[config.mk]
export PLATFORM = sky130hd
export DESIGN_NAME = alarm_timer
export DESIGN_NICKNAME = d
export VERILOG_FILES = /design/src/rtl/alarm_timer.sv
export SDC_FILE = /design/constraint.sdc
export NUM_CORES = 1
export LEC_CHECK = 0
export CELL_PAD_IN_SITES_DETAIL_PLACEMENT = 1
export CELL_PAD_IN_SITES_GLOBAL_PLACEMENT = 2
export CORE_UTILIZATION = 30
export DETAILED_ROUTE_END_ITERATION = 6
export PLACE_DENSITY_LB_ADDON = 0.1
export SLEW_MARGIN = 20
export SYNTH_ARGS = -nofsm -noshare
export SYNTH_HDL_FRONTEND = slang
export SYNTH_SLANG_ARGS = --single-unit
[constraint.sdc]
create_clock -name clock -period 4.3 [get_ports clock]
set_clock_uncertainty 0.15 [all_clocks]
set_input_delay 0.86 -clock clock [delete_from_list [all_inputs] [get_ports clock]]
set_output_delay 0.86 -clock clock [all_outputs]
set_load 0.02 [all_outputs]
[src/rtl/alarm_timer.sv]
`default_nettype none
// ============================================================================
// Module   : alarm_timer
// Purpose  : Seconds countdown with a four-entry interval store for the alarm
//            FSM. Define ALARM_TIMER_PROG_EN to make the store writable.
// Revision : 1.0 - initial release
// ============================================================================
module alarm_timer #(
    parameter int unsigned CLK_HZ            = 27000000,
    parameter logic [3:0]  T_ARM_DELAY       = 4'd6,
    parameter logic [3:0]  T_DRIVER_DELAY    = 4'd8,
    parameter logic [3:0]  T_PASSENGER_DELAY = 4'd15,
    parameter logic [3:0]  T_ALARM_ON        = 4'd10
) (
    input  logic       clock,
    input  logic       reset_n,
    input  logic       start_timer,
    input  logic [1:0] interval,
    input  logic       reprogram,
    input  logic [1:0] time_param_sel,
    input  logic [3:0] time_value,
    output logic       expired,
    output logic       busy,
    output logic [3:0] remaining,
    output logic       one_hz
);

    localparam int unsigned      DIV_W   = $clog2(CLK_HZ);
    localparam logic [DIV_W-1:0] DIV_MAX = DIV_W'(CLK_HZ - 1);

    logic [3:0] start_val;

`ifdef ALARM_TIMER_PROG_EN
    logic [3:0] param_q [4];
    logic [3:0] param_d [4];

    always_comb begin
        param_d = param_q;
        if (reprogram) begin
            param_d[time_param_sel] = time_value;
        end
    end

    always_ff @(posedge clock or negedge reset_n) begin
        if (!reset_n) begin
            param_q[0] <= T_ARM_DELAY;
            param_q[1] <= T_DRIVER_DELAY;
            param_q[2] <= T_PASSENGER_DELAY;
            param_q[3] <= T_ALARM_ON;
        end else begin
            param_q <= param_d;
        end
    end

    // Read of the registered store: a same-cycle write is not visible to start.
    assign start_val = param_q[interval];
`else
    logic unused_prog;
    assign unused_prog = ^{reprogram, time_param_sel, time_value};

    always_comb begin
        case (interval)
            2'd0:    start_val = T_ARM_DELAY;
            2'd1:    start_val = T_DRIVER_DELAY;
            2'd2:    start_val = T_PASSENGER_DELAY;
            default: start_val = T_ALARM_ON;
        endcase
    end
`endif

    logic [DIV_W-1:0] div_q,       div_d;
    logic [3:0]       remaining_q, remaining_d;
    logic             busy_q,      busy_d;
    logic             expired_q,   expired_d;
    logic             one_hz_q,    one_hz_d;

    always_comb begin
        div_d       = '0;
        remaining_d = remaining_q;
        busy_d      = busy_q;
        expired_d   = 1'b0;
        one_hz_d    = 1'b0;

        if (start_timer) begin
            remaining_d = start_val;
            busy_d      = 1'b1;
        end else if (busy_q) begin
            if (remaining_q == 4'd0) begin
                // Zero-length interval finishes without a seconds tick.
                expired_d = 1'b1;
                busy_d    = 1'b0;
            end else if (div_q == DIV_MAX) begin
                one_hz_d    = 1'b1;
                remaining_d = remaining_q - 4'd1;
                if (remaining_q == 4'd1) begin
                    expired_d = 1'b1;
                    busy_d    = 1'b0;
                end
            end else begin
                div_d = div_q + DIV_W'(1);
            end
        end
    end

    always_ff @(posedge clock or negedge reset_n) begin
        if (!reset_n) begin
            div_q       <= '0;
            remaining_q <= 4'd0;
            busy_q      <= 1'b0;
            expired_q   <= 1'b0;
            one_hz_q    <= 1'b0;
        end else begin
            div_q       <= div_d;
            remaining_q <= remaining_d;
            busy_q      <= busy_d;
            expired_q   <= expired_d;
            one_hz_q    <= one_hz_d;
        end
    end

    assign expired   = expired_q;
    assign busy      = busy_q;
    assign remaining = remaining_q;
    assign one_hz    = one_hz_q;

endmodule
`default_nettype wire

==> metrics.cfg, run 1 <==
[run_status]
status = completed

[floorplanning]
dieArea_um2 = 6160
start_util_pct = 31.5
core_um2 = 5570
rows = 27
io_pins = 19
die_w_um = 78.5
die_h_um = 78.5

[layout]
diodes = 0
finalInstanceArea_um2 = 2030
area_delta_synth_final_pct = 15.7
n_fill_cell = 666
utilization_pct = 36.4
nets = 215
drive_above_1_share_pct = 6.50
final_cells = 272

[placement]
place_area_um2 = 1930
dp_slack_ps = 1500
dp_hpwl_mm = 3.13
globalplace.congestion = 0.736
port_buffers = 11
placed_cells = 265

[clock_tree]
path_clk_slew_ps = 60
cts_sinks = 32
h-tree-depth = 2
postCtsSetupBuffers = 0
cts_tree = yes
clock_path_buffers = 2
root_buffer = clkbuf_8
cts_buffers = 5
post_cts_resize_count = 0
clkLatencyLatePin_ps = 280
postCtsHoldBufs = 0

[power_and_ir_drop]
pwr-share-clk_pct = 40.8
power.density_nw_per_um2 = 306
p_sw_mw = 0.152
swShare_pct = 24.4
power_frac_comb_pct = 8.1
seq_power_share_pct = 51.2
vdd_drop_max_mv = 0.110
p_int_mw = 0.470
totalPowerFinal_mw = 0.622
p_leak_nw = 0.777

[route]
vias = 1469
viasPerCell = 5.40
drc = 0
totalWireLength_mm = 4.48
drt_iter0_drc = 77
post_drt_wl_per_cell_um = 16.5
dr.pass1.iters = 4
postRouteAntennaNets = 0

[timing]
worst_slack_ps = 1780
finalHoldViolCount = 0
relSlewSlack_pct = 39.5
tightest_slew_ps = 900
rsz0062_at_grt = no
fin_tns_setup_ps = 0
period_minus_slack_ps = 2520
final_max_slew_viol_count = 0
fmax_ghz = 0.397
setup_viol = 0
fin_crit_sh_pct = 58.5
hold_slack_ps = 383

[worst_hold_path]
whs_endpoint = div_q[0]$_DFF_PN0_
hold_path_class = register to register
hold_start = div_q[0]$_DFF_PN0_
hold_depth = 1

[synth]
synth_seq_area_share_pct = 45.6
synth_cell_type_count = 40
ys_top_cells_by_area = dfrtp_1 46%, nor2_1 4.7%, xnor2_1 4.0%
synth_top_area_share_pct = 45.6
async_flop_share_pct = 100
yosys.area.top_type = dfrtp_1
synth_seq_cells = 32
synthesis.nets = 202
netlist_area_um2 = 1760
syn_area_per_cell_um2 = 9.39
syn_inst = 187
synth_edf_count = 0
yosysWarnings = 0
ys.flop_type = dfrtp_1

[grt]
grt_pass1_vias = 1587
track_usage_pct = 16.5
antenna_found_initial = 0
overflow = 0
grt_max_degree = 33
grt_pass1_wl_mm = 7.82

[critical_path]
r2r_end = div_q[22]$_DFF_PN0_
rrSetupSlack_ps = 1840
cp_max_fo = 25
reg2reg_depth = 5
cp-start-kind = input port
critPathArrivalTime_ps = 2530
cp.required_ps = 4310
crit_start = start_timer
crit_type = input port to register
rr_startpoint = div_q[0]$_DFF_PN0_
endpoint_kind = register

[run]
maxCapViolations = 0

## cells in the mapped netlist (4+ instances only)
library cell  number
or4_1              6
dfrtp_1           32
inv_1              9
nor4_1             6
o21ai_0            6
nand4_1           10
nor2_1            22
xnor2_1            8
nor3_1             4
nand3_1            8
or3_1              8
clkbuf_1           4
a21oi_1           10
nand2_1            9
xor2_1             6
and3_1             4
o31ai_1            5
## area by class of cell
cell class	count	area (µm²)	share of cell area [%]
flip-flops and latches	32	801	39.4
clock buffers	7	96.3	4.74
repair buffers	13	125	6.16
inverters	10	37.5	1.85
multi-input cells	138	881	43.4
well taps	72	90.1	4.44
## cells in the final DEF, fill, tap and decap left out, drive strengths merged, types with 3 or more instances in the layout
cell            n
dfrtp          32
nor2           22
clkdlybuf4s50  11
nand4          11
a21oi          10
inv             9
nand2           9
nand3           8
or3             8
xnor2           8
clkbuf          7
or4             7
o21ai           7
nor4            6
xor2            6
o31ai           5
and3            4
nor3            4
o31a            3
ha              3
## worst max-delay path, cell delays in order
cell             delay (ps)
clkdlybuf4s50_1         640
clkinv_1                330
o311a_1                 220
o21ai_1                  70
buf_4                   310
nor2_1                   90
## power groups by stage
stage / combinational [mW] / clock (mW) / sequential [mW]
2_1_floorplan: 0.0240 / 0 / 0.324
3_3_place_gp: 0.0500 / 0 / 0.323
3_5_place_dp: 0.0514 / 0 / 0.324
4_1_cts: 0.0516 / 0.272 / 0.318
5_1_grt: 0.0567 / 0.280 / 0.320
6_report: 0.0501 / 0.254 / 0.318
## worst max-delay path by stage
stage,to,slack [ps],cells after the start
2_1_floorplan,div_q[22]$_DFF_PN0_,2090,6
3_5_place_dp,div_q[9]$_DFF_PN0_,1500,6
6_report,div_q[4]$_DFF_PN0_,1780,6
5_1_grt,div_q[22]$_DFF_PN0_,1660,5
4_1_cts,div_q[9]$_DFF_PN0_,1810,6
3_3_place_gp,div_q[2]$_DFF_PN0_,1550,6
## metal layers
metal | wire length (µm) | track usage [%]
met5 | 0 | 0
met4 | 68 | 5.00
met3 | 120 | 3.60
met2 | 2110 | 27.1
met1 | 2180 | 21.5
## sequential cells by signal (all words and copies together) (netlist names)
signal,cells
div_q,25
expired,1
busy,1
remaining,4
one_hz,1
## cell families (layout without fill, tap and decap cells)
logic type / count (synthesis) / count (layout) / share of synthesized area, %
AOI/OAI and AO/OA: 35 / 35 / 13.5
xor gates and xnor gates: 14 / 14 / 6.99
adders and majority gates: 3 / 3 / 2.14
buffers and inverters: 17 / 30 / 4.20
DFF: 32 / 32 / 45.6
and+or+nand+nor: 86 / 86 / 27.6
No activity file was read; power rests on OpenSTA's default activity.
==> inputs of run 2 (changes only) <==
==> constraint.sdc (replaced) <==
create_clock -name clock -period 2 [get_ports clock]
set_clock_uncertainty 0.15 [all_clocks]
set_input_delay 0.4 -clock clock [delete_from_list [all_inputs] [get_ports clock]]
set_output_delay 0.4 -clock clock [all_outputs]
set_load 0.02 [all_outputs]
==> run 2 against run 1 <==
  * The flow now finishes with violations (setup timing)
  * Worst hold slack better by 2.5 ps
  * Critical path depth unchanged
  * First-iteration DRC count down 47%
  * Critical endpoint is now remaining[2]$_DFFE_PN0P_
  * Largest power group unchanged
==> metrics.cfg, run 2 (same netlist as run 1, synthesis figures left out) <==
[layout]
final_common_cell = buf_4
finalInstanceArea_um2 = 2500
final_cells = 318
drive_above_1_share_pct = 34.1
utilization_pct = 44.8
largest_reg_flops = 25
nets = 262
layout_common_cells = 44 x buf_4, 25 x dfrtp_1, 22 x nor2_1
diodes = 0
area_delta_synth_final_pct = 42.4
n_fill_cell = 660
regMostFlops = div_q

[placement]
port_buffers = 11
place_area_um2 = 2200
dp_hpwl_mm = 3.43
placed_cells = 296
globalplace.congestion = 0.776
dp_slack_ps = -30.5

[power_and_ir_drop]
totalPowerFinal_mw = 1.28
p_leak_nw = 1.01
power.density_nw_per_um2 = 513
vdd_drop_max_mv = 0.268

[floorplanning]
core_um2 = 5570
rows = 27
io_pins = 19
dieArea_um2 = 6160
start_util_pct = 31.5
die_w_um = 78.5
die_h_um = 78.5

[critical_path]
critPathArrivalTime_ps = 2060
cp-start-kind = register
rr_startpoint = div_q[9]$_DFF_PN0_
crit_type = register to register
cp_max_fo = 8
endpoint_kind = register
cp.required_ps = 2050
crit_start = div_q[9]$_DFF_PN0_

[route]
vias = 1653
drc = 0
postRouteAntennaNets = 0
viasPerCell = 5.20
dr.pass1.iters = 4
post_drt_wl_per_cell_um = 15.4
totalWireLength_mm = 4.90
drt_iter0_drc = 41

[grt]
grt-busiest-layer = met2
grt_use_met1_pct = 21.3
track_usage_pct = 17.5
antenna_found_initial = 0
grt_pass1_wl_mm = 8.37
grt_max_degree = 33
overflow = 0
grt_pass1_vias = 1744
grt_util_met2_pct = 30.8
grtUsageMet3_pct = 3.60

[worst_hold_path]
hold_path_class = input port to async pin

[timing]
worst_slack_ps = -10.4
fmax_ghz = 0.497
hold_slack_ps = 385
rsz0062_at_grt = yes
period_minus_slack_ps = 2010
tightest_slew_ps = 433
relSlewSlack_pct = 71.1
final_max_slew_viol_count = 0
fin_tns_setup_ps = -10.4
finalHoldViolCount = 0
setup_viol = 1
fin_crit_sh_pct = 101

[clock_tree]
root_buffer = clkbuf_8
cts_sinks = 32
h-tree-depth = 2
clkLatencyLatePin_ps = 280
path_clk_slew_ps = 70
postCtsHoldBufs = 0
clock_path_buffers = 2
cts_tree = yes
cts_buffers = 5

[run_status]
violations = setup timing
status = finished with violations

[run]
maxCapViolations = 0

-- run 2: what timing repair did --
item                       in CTS  in global routing
resized for setup               6                 25
setup endpoints to repair       5                 18
pin swaps                       3                  7
setup buffers                   3                 13
-- run 2: critical path, cell delays in order (launching register included) --
cell and delay (ps):
dfrtp_1 390, buf_6 120, nor4_4 280, nand4_1 170
buf_6 180, or4_4 500, a31oi_1 140
-- run 2: routing by layer --
layer  vias to the layer above  routed length (µm)  share of wire (%)
met5                         -                   0                  0
met4                         0                  52                1.1
met3                         6                 102                2.1
met2                        13                2530                 52
met1                       825                2220                 45
li1                        809                   -                  -
-- run 2: cell type report --
| class | count | area (µm²) | area share, % |
|---|---|---|---|
| flip-flops and latches | 32 | 810 | 32.4 |
| inverters | 10 | 37.5 | 1.50 |
| multi-input cells | 138 | 988 | 39.5 |
| well taps | 72 | 90.1 | 3.60 |
| repair buffers | 60 | 502 | 20.1 |
| clock buffers | 6 | 72.6 | 2.90 |
-- run 2: final timing paths --
check                      depth (start not counted)  slack, ps                        to
hold / removal                                     2        390       div_q[17]$_DFF_PN0_
hold reg to reg                                    2        430       div_q[15]$_DFF_PN0_
max in group asynchronous                          2        970        div_q[4]$_DFF_PN0_
setup / recovery                                   6        -10  remaining[2]$_DFFE_PN0P_
setup reg to reg                                   6        -10  remaining[2]$_DFFE_PN0P_
min in group clock                                 2        430       div_q[15]$_DFF_PN0_
-- run 2: report_power, final --
part           switching, mW  total [mW]  internal, mW
registers             0.0178       0.679         0.661
logic                 0.0797       0.151        0.0713
clock network          0.221       0.452         0.232
total                  0.318        1.28         0.964
==> inputs of run 3 (changes only) <==
--- a/config.mk
+++ b/config.mk
@@ -10,7 +10,7 @@
 export CORE_UTILIZATION = 30
 export DETAILED_ROUTE_END_ITERATION = 6
 export PLACE_DENSITY_LB_ADDON = 0.1
-export SLEW_MARGIN = 20
+export SLEW_MARGIN = 0
 export SYNTH_ARGS = -nofsm -noshare
 export SYNTH_HDL_FRONTEND = slang
 export SYNTH_SLANG_ARGS = --single-unit
==> results of run 3 <==
No change in the layout: final DEF, timing and power equal those of run 2.
